===== src/rtl/pipeline_fifo_ctrl.sv =====
// Pipeline FIFO with valid/ready ports; same-cycle order deq < enq < clear.
// Define PIPELINE_FIFO_BYPASS_EN for a same-cycle pass-through when empty.
module pipeline_fifo_ctrl #(
   parameter int WIDTH = 8,
   parameter int DEPTH = 4,
   localparam int AW = $clog2(DEPTH)
) (
   input  logic             clk,
   input  logic             rst_n,
   input  logic             enq_valid,
   output logic             enq_ready,
   input  logic [WIDTH-1:0] enq_data,
   output logic             deq_valid,
   input  logic             deq_ready,
   output logic [WIDTH-1:0] deq_data,
   input  logic             clear,
   output logic [AW:0]      count
);

   localparam int CW = AW + 1;

   logic [WIDTH-1:0] mem_q [DEPTH];
   logic [AW-1:0]    rd_ptr_q, rd_ptr_d;
   logic [AW-1:0]    wr_ptr_q, wr_ptr_d;
   logic [CW-1:0]    count_q, count_d;
   logic             empty, full, byp;
   logic             deq_fire, enq_fire;
   logic             wr_en, rd_en;

   assign empty = (count_q == '0);
   assign full  = (count_q == CW'(DEPTH));

`ifdef PIPELINE_FIFO_BYPASS_EN
   assign byp = empty & enq_valid & ~clear;
`else
   assign byp = 1'b0;
`endif

   assign deq_valid = ~empty | byp;
   assign deq_data  = byp ? enq_data : mem_q[rd_ptr_q];
   assign deq_fire  = deq_valid & deq_ready;
   assign enq_ready = ~full | deq_fire;
   assign enq_fire  = enq_valid & enq_ready;
   assign count     = count_q;

   // A bypassed item leaves in the cycle it arrives; storage is untouched.
   assign wr_en = enq_fire & ~(byp & deq_ready) & ~clear;
   assign rd_en = deq_fire & ~byp & ~clear;

   always_comb begin
      rd_ptr_d = rd_ptr_q;
      wr_ptr_d = wr_ptr_q;
      count_d  = count_q;
      if (clear) begin
         rd_ptr_d = '0;
         wr_ptr_d = '0;
         count_d  = '0;
      end else begin
         rd_ptr_d = rd_ptr_q + AW'(rd_en);
         wr_ptr_d = wr_ptr_q + AW'(wr_en);
         count_d  = count_q + CW'(wr_en) - CW'(rd_en);
      end
   end

   always_ff @(posedge clk or negedge rst_n) begin
      if (!rst_n) begin
         rd_ptr_q <= '0;
         wr_ptr_q <= '0;
         count_q  <= '0;
      end else begin
         rd_ptr_q <= rd_ptr_d;
         wr_ptr_q <= wr_ptr_d;
         count_q  <= count_d;
      end
   end

   always_ff @(posedge clk) begin
      if (wr_en) mem_q[wr_ptr_q] <= enq_data;
   end

endmodule


===== config.mk =====
export PLATFORM = sky130hd
export DESIGN_NAME = pipeline_fifo_ctrl
export DESIGN_NICKNAME = d
export VERILOG_FILES = /design/src/rtl/pipeline_fifo_ctrl.sv
export SDC_FILE = /design/constraint.sdc
export NUM_CORES = 1
export LEC_CHECK = 0
export BUFFER_PORTS_ARGS = -buffer_cell sky130_fd_sc_hd__buf_4
export CAP_MARGIN = 15
export CORE_MARGIN = 5
export CORE_UTILIZATION = 49
export DETAILED_ROUTE_END_ITERATION = 8
export PLACE_DENSITY = 0.71
export SLEW_MARGIN = 40
export SYNTH_ARGS = -nofsm -noshare
export SYNTH_HDL_FRONTEND = slang
export SYNTH_SLANG_ARGS = --single-unit

===== constraint.sdc =====
create_clock -name clk -period 2.2 [get_ports clk]
set_input_delay 0.33 -clock clk [delete_from_list [all_inputs] [get_ports clk]]
set_output_delay 0.33 -clock clk [all_outputs]
set_load 0.05 [all_outputs]

==> summary.txt <==
Setup path
  • Setup CP Type: register to register
  • Critical Path Source: count[0]
  • Critical Path End Type: register
  • CP Max Fanout: 2
  • Critical Path AT: 2.48 ns
  • Reg2reg start: count[0]
  • CP Launch Type: register
  • CP required: approximately 2.5 ns

Flow run
  • Max cap viols: 0

Logic synthesis
  • Mux contribution to synthesized area: 0.1144
  • #FFs+latches synth: 39
  • Synth top area cells: edfxtp_1 61%, mux4_2 11%, dfrtp_1 11%, ha_1 3.2%, nor4b_4 1.5%
  • Register area share after synthesis: 0.7212
  • Synth Area in Adders: 0.04448
  • Avg Inst Size Synth: just over 20 um^2
  • Mapped Cells: between 70 and 80
  • Ys Warns: 0
  • Post-synthesis simple-gate area fraction: 0.07705
  • Compound-gate portion of the synthesized area: 0
  • Net count after synthesis: 96
  • Number of distinct library cells after synthesis: 21
  • Main combinational cell family by area after synthesis: multiplexers
  • Share of the synthesized area in the top cell type: 0.6100
  • Leading area contributor after synthesis: edfxtp_1
  • Mapped Area: between 1500 and 2000 um^2
  • XOR/XNOR Fraction of Synth Area: 0.02542

Route
  • Vias per cell: between 5 and 6
  • DRT iter0 DRCs: 33
  • Routed wire length: about 2800 um
  • Routed Antenna Nets: 0
  • Routed length per instance: between 15 and 20 um
  • DR vias: between 800 and 900
  • Detailed-router iteration count before antenna repair: 4
  • DR DRC count: 0

Placed design
  • Port Buffer Count: 25
  • DP HPWL: slightly below 2000 um
  • Pre-CTS setup slack: -0.07693 ns
  • Routability congestion estimate: 0.7062
  • DP Cell Count: about 160

Timing
  • Final Skew: 0.002292 ns
  • Worst setup margin: -0.02735 ns
  • RSZ-0062 raised after global routing: true
  • Final setup fails: 1
  • Max_slew headroom: 0.7218
  • Worst hold margin: roughly 0.20 ns
  • Final Hold Fails: 0
  • Fin crit period: ~2.2 ns
  • Fin Setup TNS: -0.02735 ns
  • Final worst-path cycle share: 1.012
  • Fmax: roughly 450 MHz
  • Worst-Margin Slew: approximately 0.42 ns
  • Final Max Tran Viols: 0

Clock tree
  • Max Root-Sink Buffers: 2
  • CTS tree: done
  • CTS Sinks: 39
  • Clk_lat worst skew: roughly 0.32 ns
  • Root buffer cell: clkbuf_4
  • Clock-pin slew on the worst setup and hold paths: 0.11 ns
  • H-Tree Depth: 2
  • CTS Buf Count: 5

Power
  • Sequential share of power: 0.467
  • Max IR drop VDD: 527.7 uV
  • Static Leak: around 0.00076 uW
  • Net switching power: roughly 620 uW
  • PwrDens: 920.5 nW/um^2
  • Power share of the combinational group: 0.357
  • Clk pwr share: 0.176
  • Switch share: 0.3300
  • Int Pwr: roughly 1300 uW

Floorplanning
  • Initial Util: 0.5118
  • Core Region: 3078 um^2
  • Die area: 4449 um^2
  • Row cnt: 20
  • Die X: between 60 and 70 um
  • Die Y: roughly 67 um
  • I/O pin count: 26

Global route
  • First-pass GRT wire length: 4333 um
  • Largest net degree at the start of global routing: 13
  • Overall Global Routing Usage: 0.1393
  • Initial antenna violation count: 0
  • Vias in the first global route: between 800 and 900
  • Aggregate global routing overflow: 0

Outcome
  • Status: finished with violations
  • Failing checks: negative setup slack

Finish
  • Layout area overhead: 29.07%
  • Nets: between 100 and 150
  • Share of layout cells above drive strength 1: 0.5520
  • Finished Core Util: 0.6606
  • Ant. Diodes: 0
  • Cell Count, Final, Fillers Out: ~170
  • Fillers: between 200 and 250
  • Commonest non-fill, non-tap cell in the layout: buf_4
  • Most frequent cells in the layout: 39 x buf_4, 32 x edfxtp_1, 8 x mux4_2, 5 x clkbuf_4

Hold path
  • Hold path start: enq_data[1]
  • Hold crit path type: input port to register
[stage by stage]
step                power (uW)  area, um^2
floorplan                 1299        1587
global placement          1474        1901
detailed placement        1497        1901
CTS                       1850        1983
global route              1967        2033
finish                    1872        2033
[flip-flops by register name, indices dropped and copies added (netlist names)]
name,cells
count,3
wr_ptr_q,2
mem_q,32
rd_ptr_q,2
[power by group through the flow]
stage | clock (uW) | combinational [uW] | sequential (uW)
floorplan | 0 | 345 | 954
global placement | 0 | 585 | 889
detailed placement | 0 | 603 | 893
CTS | 346 | 631 | 874
global route | 383 | 704 | 880
finish | 330 | 667 | 874
[routing by layer]
layer / vias to the layer above / share of wire / wire [um] / global-route usage
met3: 4 / 0.042 / 117 / 0.04384
li1: 397 / - / - / -
met4: 0 / 0.0083 / 23 / 0.05330
met1: 435 / 0.39 / 1085 / 0.1553
met5: - / 0 / 0 / 0
met2: 20 / 0.56 / 1560 / 0.2463
[final timing paths]
path	to	slack (ns)	cells after the start
worst min-delay path	mem_q[3][1]	0.20	1
worst min register to register	wr_ptr_q[1]	0.65	2
max in group asynchronous	count[2]	1.70	2
worst max register to register	count[2]	-0.03	9
min in group asynchronous	count[1]	0.36	2
worst max-delay path	count[2]	-0.03	9
[layout make-up]
| cell class | count | area [um^2] | area share |
|---|---|---|---|
| Sequential cell | 39 | 1140 | 0.5606 |
| Multi-Input combinational cell | 34 | 462.9 | 0.2277 |
| Timing Repair Buffer | 41 | 314.1 | 0.1545 |
| Tap cell | 44 | 55.05 | 0.02708 |
| Clock buffer | 6 | 41.29 | 0.02031 |
| Inverter | 3 | 11.26 | 0.005538 |
| Clock inverter | 2 | 8.758 | 0.004308 |
[synth_stat cells]
master and number:
and3b_1 1, buf_2 1, buf_6 1, dfrtp_1 7, edfxtp_1 32, fa_1 1, ha_1 4, inv_1 3
mux4_2 8, nand2_1 1, nand2b_1 1, nor2_1 5, nor2b_1 3, nor3_1 1, nor4_1 1, nor4b_1 2
nor4b_4 1, or2_2 1, or3_1 1, xnor2_1 2, xnor3_1 1
[repair_timing]
action / in CTS / in global routing
setup endpoints to repair: 2 / 2
buffers inserted: 3 / 2
endpoints found under the hold margin: 7 / 0
resized for setup: 0 / 9
pin swaps: 2 / 8
hold buffers: 1 / 0
[logic make-up (layout without fill, tap and decap cells)]
kind of cell,Yosys count,count (layout)
buffers and inverters,5,52
xor gates and xnor gates,3,3
and+or+nand+nor,18,18
DFF,39,39
adders and majority gates,5,5
muxes,8,8
[worst max-delay path: stages, from the launching register on]
cell and delay [ns]:
dfrtp_2 0.42, or3_4 0.39, and3b_2 0.25, ha_4 0.22
inv_2 0.06, ha_4 0.12, inv_2 0.03, fa_2 0.36
xnor3_1 0.20, nor2_1 0.12
No activity file was read; power rests on OpenSTA's default activity.
